## src/rtl/demod_pkg.sv

```systemverilog
// Shared encodings for the demod output scheduler.
// Mode codes, DAC levels and scheduler state.
package demod_pkg;

  localparam logic [1:0] MODE_AM   = 2'd0;
  localparam logic [1:0] MODE_FSK  = 2'd1;
  localparam logic [1:0] MODE_ADC  = 2'd2;
  localparam logic [1:0] MODE_IDLE = 2'd3;

  localparam logic [13:0] DAC_MID = 14'h2000;
  localparam logic [13:0] FSK_HI  = 14'h1FFF;
  localparam logic [13:0] FSK_LO  = 14'h0000;

  typedef enum logic [1:0] {
    ST_RUN,
    ST_MUTE,
    ST_SETTLE
  } state_t;

endpackage

```

## src/rtl/demod_out_sched_fsk_deglitch.sv

```systemverilog
// FSK decision deglitcher: fsk_q follows fsk_bit only after
// DEGLITCH consecutive disagreeing samples.
module fsk_deglitch #(
  parameter int DEGLITCH = 4
) (
  input  logic clk,
  input  logic rst,
  input  logic sample_en,
  input  logic fsk_bit,
  output logic fsk_q
);

  localparam int W = (DEGLITCH > 1) ? $clog2(DEGLITCH) : 1;
  localparam logic [W-1:0] LAST = W'(DEGLITCH - 1);

  logic [W-1:0] dg_cnt;

  always_ff @(posedge clk or posedge rst) begin
    if (rst) begin
      fsk_q  <= 1'b0;
      dg_cnt <= '0;
    end else if (sample_en) begin
      if (fsk_bit == fsk_q) begin
        dg_cnt <= '0;
      end else if (dg_cnt == LAST) begin
        fsk_q  <= ~fsk_q;
        dg_cnt <= '0;
      end else begin
        dg_cnt <= dg_cnt + 1'b1;
      end
    end
  end

endmodule

```

## src/rtl/demod_out_sched.sv

```systemverilog
// Shares the DAC between demod sources; mutes to midscale
// across source switches while the new chain settles.
module demod_out_sched
  import demod_pkg::*;
#(
  parameter int         SETTLE_SAMPLES = 64,
  parameter int         DEGLITCH       = 4,
  parameter logic [1:0] RESET_MODE     = 2'd1
) (
  input  logic        clk,
  input  logic        rst,
  input  logic        sample_en,
  input  logic [1:0]  mode_req,
  input  logic        mode_req_valid,
  input  logic [13:0] am_data,
  input  logic        fsk_bit,
  input  logic [11:0] adc_data,
  output logic [13:0] dac_data,
  output logic [1:0]  mode_cur,
  output logic        busy,
  output logic        mode_ack
);

  localparam int CW =
    (SETTLE_SAMPLES > 1) ? $clog2(SETTLE_SAMPLES) : 1;
  localparam logic [CW-1:0] CNT_LAST = CW'(SETTLE_SAMPLES - 1);

  state_t        state;
  logic [CW-1:0] cnt;
  logic [1:0]    pending;
  logic          fsk_q;
  logic          req_new;
  logic          pass;
  logic [13:0]   src_data;

  fsk_deglitch #(
    .DEGLITCH (DEGLITCH)
  ) u_dg (
    .clk       (clk),
    .rst       (rst),
    .sample_en (sample_en),
    .fsk_bit   (fsk_bit),
    .fsk_q     (fsk_q)
  );

  assign req_new = mode_req_valid && (mode_req != mode_cur);
  // A switching request wins over a coincident strobe.
  assign pass = (state == ST_RUN) && !req_new;

  always_comb begin
    src_data = DAC_MID;
    unique case (1'b1)
      mode_cur == MODE_AM:   src_data = am_data;
      mode_cur == MODE_FSK:  src_data = fsk_q ? FSK_HI : FSK_LO;
      mode_cur == MODE_ADC:  src_data = {adc_data, 2'b00};
      mode_cur == MODE_IDLE: src_data = DAC_MID;
    endcase
  end

  always_ff @(posedge clk or posedge rst) begin
    if (rst) begin
      state    <= ST_SETTLE;
      mode_cur <= RESET_MODE;
      pending  <= RESET_MODE;
      cnt      <= '0;
      dac_data <= DAC_MID;
      busy     <= 1'b1;
      mode_ack <= 1'b0;
    end else begin
      mode_ack <= 1'b0;
      unique case (state)
        ST_RUN: begin
          if (req_new) begin
            pending <= mode_req;
            state   <= ST_MUTE;
            busy    <= 1'b1;
          end else if (mode_req_valid) begin
            mode_ack <= 1'b1;
          end
        end
        ST_MUTE: begin
          if (mode_req_valid) begin
            pending <= mode_req;
          end
          if (sample_en) begin
            mode_cur <= mode_req_valid ? mode_req : pending;
            cnt      <= '0;
            state    <= ST_SETTLE;
          end
        end
        ST_SETTLE: begin
          if (req_new) begin
            mode_cur <= mode_req;
            cnt      <= '0;
          end else if (sample_en) begin
            if (cnt == CNT_LAST) begin
              state    <= ST_RUN;
              busy     <= 1'b0;
              mode_ack <= 1'b1;
            end else begin
              cnt <= cnt + 1'b1;
            end
          end
        end
        default: state <= ST_SETTLE;
      endcase
      if (sample_en) begin
        dac_data <= pass ? src_data : DAC_MID;
      end
    end
  end

endmodule

```

## config.mk

```make
export PLATFORM = sky130hd
export DESIGN_NAME = demod_out_sched
export DESIGN_NICKNAME = d
export VERILOG_FILES = /design/src/rtl/demod_pkg.sv /design/src/rtl/demod_out_sched_fsk_deglitch.sv /design/src/rtl/demod_out_sched.sv
export SDC_FILE = /design/constraint.sdc
export NUM_CORES = 1
export LEC_CHECK = 0
export CORE_UTILIZATION = 40
export CTS_CLUSTER_DIAMETER = 40
export DETAILED_ROUTE_END_ITERATION = 6
export GPL_TIMING_DRIVEN = 0
export PLACE_DENSITY_LB_ADDON = 0.25
export SLEW_MARGIN = 20
export SYNTH_ARGS = -nofsm -noshare
export SYNTH_HDL_FRONTEND = slang
export SYNTH_HIERARCHICAL = 1
export SYNTH_SLANG_ARGS = --single-unit
export TNS_END_PERCENT = 1
```

## constraint.sdc

```tcl
create_clock -name clk -period 2.02 [get_ports clk]
set_input_delay 0.202 -clock clk [delete_from_list [all_inputs] [get_ports clk]]
set_output_delay 0.202 -clock clk [all_outputs]
set_load 0.005 [all_outputs]
```

# ---- After elaboration in Yosys (flattened, before gate mapping)
# Index checks and enable logic that the tools add are counted.
dict set report word_totals {
  word_cells 76
  input_bits 33
  output_inout_bits 18
  reg_bits 31
}
dict set report op_classes {
  n_addsub 2
  reduce_logical 14
  mux 32
  eq_ne 17
  bitwise 2
}
# cell n
set ops {}
lappend ops {{$pmux 14 s4} 1}
lappend ops {{$mux 6} 4}
lappend ops {{$mux 2} 10}
lappend ops {{$mux 14} 1}
lappend ops {{$mux 13} 1}
lappend ops {{$ne 2x2->1 const B} 6}
lappend ops {{$pmux 6 s2} 1}
lappend ops {{$reduce_and 5->1} 2}
lappend ops {{$mux 1} 9}
lappend ops {{$eq 2x2->1 const B} 4}
lappend ops {{$pmux 2 s2} 2}
lappend ops {{$add 6x1->6 const B} 1}
lappend ops {{$eq 6x6->1 const B} 1}
lappend ops {{$ne 3x3->1 const B} 2}
lappend ops {{$pmux 2 s3} 1}
lappend ops {{$reduce_and 3->1} 2}
lappend ops {{$reduce_bool 2->1} 3}
lappend ops {{$eq 2x1->1 const B} 2}
lappend ops {{$logic_not 2->1} 2}
lappend ops {{$pmux 1 s2} 2}
lappend ops {{$reduce_and 4->1} 1}
lappend ops {{$add 2x1->2 const B} 1}
lappend ops {{$logic_and 1x1->1} 2}
lappend ops {{$ne 2x2->1} 1}
lappend ops {{other kinds (4)} 5}

# ---- Longest topological paths before layout
dict set report depth {
  depth_word 5
  ltp_mapped 7
  depth_no_buf 5
}

# ---- By module
# Netlist, hierarchy kept.
# module cells_each instances area_per_inst_um2 seq_area_each_um2
set by_module_without_submodules {}
lappend by_module_without_submodules {demod_out_sched 134 1 1500.2 706.9}
lappend by_module_without_submodules {fsk_deglitch 14 1 147.6 75.1}

# ---- Worst setup path before layout
# OpenSTA, ideal clock, no wires.
dict set report synth_path {
  kind {flip-flop to flip-flop}
  startpoint {register cnt[0]}
  endpoint {register cnt[5]}
  n_path_buf 0
  synth_period_minus_slack_ns 1.778
  t_arrival_ns 1.652
  required_time_ns 1.894
  path_stages_with_launch 6
  setup_ns 0.126
  path_slack_ns 0.242
  cell_sequence {dfrtp_1 -> ha_1 -> and4_1 -> a211o_1 -> o211a_2 -> a221o_1}
}
dict set report synth_via {
  elab_chain_len 5
  word_cells_on_any_way 8
  cone_classes {add/sub (1); eq/ne (2); mux (4); reduce/logical (1)}
}
# element line
set synth_rtl {}
lappend synth_rtl {{from (decl)} demod_out_sched.sv:29} ;# logic [CW-1:0] cnt;
lappend synth_rtl {{from (signal assigned)} demod_out_sched.sv:101} ;# cnt <= cnt + 1'b1;
lappend synth_rtl {{$add 6x1->6} demod_out_sched.sv:101}
lappend synth_rtl {{$mux 6} demod_out_sched.sv:96} ;# if (cnt == CNT_LAST) begin
lappend synth_rtl {{$mux 6} demod_out_sched.sv:95} ;# end else if (sample_en) begin
lappend synth_rtl {{$mux 6} demod_out_sched.sv:92} ;# if (req_new) begin
lappend synth_rtl {{$pmux 6 s2} demod_out_sched.sv:71} ;# unique case (state)
# Parallel ways exist; a longest one is shown, timed or not. The select of a mux whose other input is x is not followed.
# A chain may end at the register's enable or synchronous reset.

# ---- Worst setup path after layout
dict set report layout_path {
  startpoint {register cnt[0]}
  endpoint {register cnt[2]}
}
# The elaborated chain is that of the path after synthesis.

==> results by group <==
Die
  – Die ar.: 0.00438 mm^2
  – Initial Utilization: 43.4%
  – Die Height: 66.2 um
  – Die span in x: 66.2 um
  – Row cnt: 22
  – I/O pins: 51
  – Core region area: 0.00380 mm^2

Pwr
  – Max VDD drop: 0.595 mV
  – Leakage: 0.993 nW
  – P per Cell Area: 1010 mW/mm^2

Global route
  – Met2 Use GR: 34.1%
  – GRT busiest layer: met2
  – Total grt overflow: 0
  – GR Layer Usage met1: 26.1%
  – Global-route wire length before repair: 6660 um
  – Pin count of the biggest net entering global routing: 29
  – Global Route Usage Sum: 20.6%
  – Met3 Use GR: 5.86%
  – Initial antenna violation count: 0
  – Number of global-route vias before repair: 1419

Detailed routing
  – WL/cell: 15.2 um
  – Post-DR vias/cell: 5.43
  – Drt drc: 0
  – DR iter-0 viols: 83
  – Vias: 1380
  – Routed Antenna Nets: 0
  – Pre-antenna DRT Iters: 4
  – WL final: 3860 um

Worst setup path
  – Worst path cell trace: ha_1 > and4_1 > a211o_1 > o211a_2 > a221o_1
  – CP Capture Type: register
  – Worst setup SP type: register
  – Slowest cell on the critical path: dfrtp_1
  – Worst Path Class, Setup: reg -> reg
  – FF-to-FF Start: cnt[0]$_DFFE_PP0P_
  – Crit. Startpoint: cnt[0]$_DFFE_PP0P_
  – Largest stage delay, worst path: 400 ps
  – CP max FO: 6
  – Arr. time, crit path: 2070 ps
  – WP data required: 2180 ps

Timing
  – Pin slew with the least headroom to its limit: 578 ps
  – Fin. Hold Viols: 0
  – Highest clock rate: 0.524 GHz
  – Tcrit/Tclk final: 94.6%
  – Unrepaired setup endpoints after global routing: false
  – Worst Skew: 4.25 ps
  – Final min period: 1910 ps
  – Max-slew headroom: 61.0%
  – Slew Viols, Final: 0
  – Final setup fails: 0

Job
  – Max Cap Viol: 0

Clock network
  – Hold-fix buffers at CTS: 0
  – Root buf cell: clkbuf_8
  – Reg clk slew, reported paths: 60 ps
  – Htree depth: 2
  – CTS tree: done
  – Cts bufs inserted: 5
  – Max Root-Sink Buffers: 2
  – Post-CTS resize count: 0
  – Worst-skew pair later-pin latency: 280 ps
  – Postcts setup bufs: 0
  – Sink Count: 31

Yosys
  – Synthesized cell area: 0.00165 mm^2
  – Netlist cell types: 38
  – YS warnings: 6
  – Largest family of logic cells by synthesized area: compound AO/OA/AOI/OAI gates
  – Simple-gate area share of the yosys netlist: 9.79%
  – Asr flop ratio synth: 100%
  – Post-synth EDFFs: 0
  – Avg Inst Size Synth: 11.1 um^2
  – Post-synthesis sequential area ratio: 47.5%
  – Gate Count Post-Synth: 148
  – Post-synthesis mux area share: 14.0%
  – Post-synthesis xor/xnor area fraction: 2.13%
  – Post-synthesis compound-gate area fraction: 20.2%
  – Post-Syn Nets: 183
  – Synth Register Bits: 31
  – Synth Flop Type: dfrtp_1
  – Synth Area in Adders: 1.52%

Run status
  – Status: complete, no violations

Layout
  – Synth-to-Final Area Change: 39.0%
  – Multi-input logic area: 785 um^2
  – Fillers: 308
  – Layout cells sized above 1: 14.6%
  – FF/Latch Area: 782 um^2
  – Finished Cell Area: 0.00229 mm^2
  – NumNets Final: 240
  – Non-Filler Instances: 254
  – Antenna diodes: 0

Placed design
  – RePlAce Congestion: 0.741
  – Placed inst area: 0.00221 mm^2
  – Port buffer count: 50
  – Hpwl dp: 2840 um
  – Placed cell count: 246

Worst hold path
  – Worst Hold Class: in -> async
placed cells by master, fill, tap and decap left out, drive strengths merged, types with 2 or more instances in the layout:
master,netlist,routed
xor2,2,2
nor3,3,3
buf,5,5
nor2,6,6
nand2,4,4
o22ai,2,2
dfstp,5,5
dfrtp,26,26
xnor2,2,2
mux2,8,8
mux2i,14,14
nor4,2,2
a22o,15,15
nand3,4,4
clkdlybuf4s50,0,50
clkbuf,3,10
o21ai,17,17
a21oi,3,3
ha,2,2
a221o,3,3
inv,7,7
worst max-delay path: cells and delay by family (launching register included):
| kind | cells | cell delay, ps |
|---|---|---|
| simple gates | 1 | 230 |
| compound gates | 3 | 920 |
| fa+ha+maj | 1 | 240 |
| flops | 1 | 400 |
layout make-up:
cell class              instances  area share [%]
repair buffers                 50            21.9
multi-input cells             102            34.3
clock buffers                   7            3.33
clock inverters                 1           0.219
flip-flops and latches         31            34.2
well taps                      48            2.62
plain buffers                   8            2.40
inverters                       7            1.15
flip-flops by register name, summed over array words and instances (netlist names):
register and flops:
dac_data 14, mode_cur 2, u_dg/fsk_q 1, busy 1, mode_ack 1, u_dg/dg_cnt 2
cnt 6, state 2, pending 2
routing by layer:
layer | wire length (um) | share of wire [%] | up-vias
met5 | 0 | 0 | -
met4 | 42 | 1.1 | 0
met3 | 200 | 5.2 | 5
met2 | 1880 | 49 | 39
met1 | 1740 | 45 | 665
li1 | - | - | 671
cell usage after synthesis (3+ instances only):
master / n / area (um^2)
clkbuf_1: 3 / 11.3
nand2_1: 4 / 15.0
a21oi_1: 3 / 15.0
dfrtp_1: 26 / 651
inv_1: 7 / 26.3
o21ai_0: 17 / 85.1
mux2_2: 8 / 90.1
nor2_1: 6 / 22.5
a221o_1: 3 / 30.0
mux2i_1: 14 / 140
nand3_1: 4 / 20.0
nor3_1: 3 / 15.0
a22o_1: 13 / 114
dfstp_2: 5 / 131
buf_6: 3 / 33.8
logic make-up (layout without fill, tap and decap cells):
logic type,after synthesis,after routing
DFF,31,31
xor gates and xnor gates,4,4
muxes,22,22
AOI/OAI and AO/OA,47,47
adders and majority gates,2,2
buffers and inverters,15,73
and+or+nand+nor,27,27
metrics by stage:
| stage | power [W] | hold slack, ps | TNS (ps) | util [%] | setup slack [ps] |
|---|---|---|---|---|---|
| CTS | 0.00234 | 126 | 0 | 60.3 | 108 |
| global placement | 0.00182 | 403 | -404 | 58.1 | -116 |
| finish | 0.00232 | 142 | 0 | 60.3 | 110 |
| detailed placement | 0.00186 | 419 | -493 | 58.1 | -128 |
| global route | 0.00250 | 156 | 0 | 60.3 | 20.3 |
| floorplan | 0.00152 | -44.4 | 0 | - | 242 |
path summary, 6_finish.rpt:
kind | endpoint | slack, ps | depth (start not counted)
worst min-delay path | u_dg/fsk_q$_DFFE_PP0P_ | 140 | 2
worst min register to register | busy$_DFFE_PP1P_ | 500 | 2
max in group asynchronous | dac_data[1]$_DFFE_PP0P_ | 1300 | 2
worst max register to register | cnt[2]$_DFFE_PP0P_ | 110 | 5
worst max-delay path | cnt[2]$_DFFE_PP0P_ | 110 | 5
min in group clk | dac_data[13]$_DFFE_PP1P_ | 470 | 3
power breakdown:
group,total (W),switching (W),leakage (nW),internal [W]
clock,0.000465,0.000224,0.0422,0.000241
sequential,0.000888,0.000109,0.404,0.000780
combinational,0.000966,0.000462,0.546,0.000504
No activity file was read; power rests on OpenSTA's default activity.
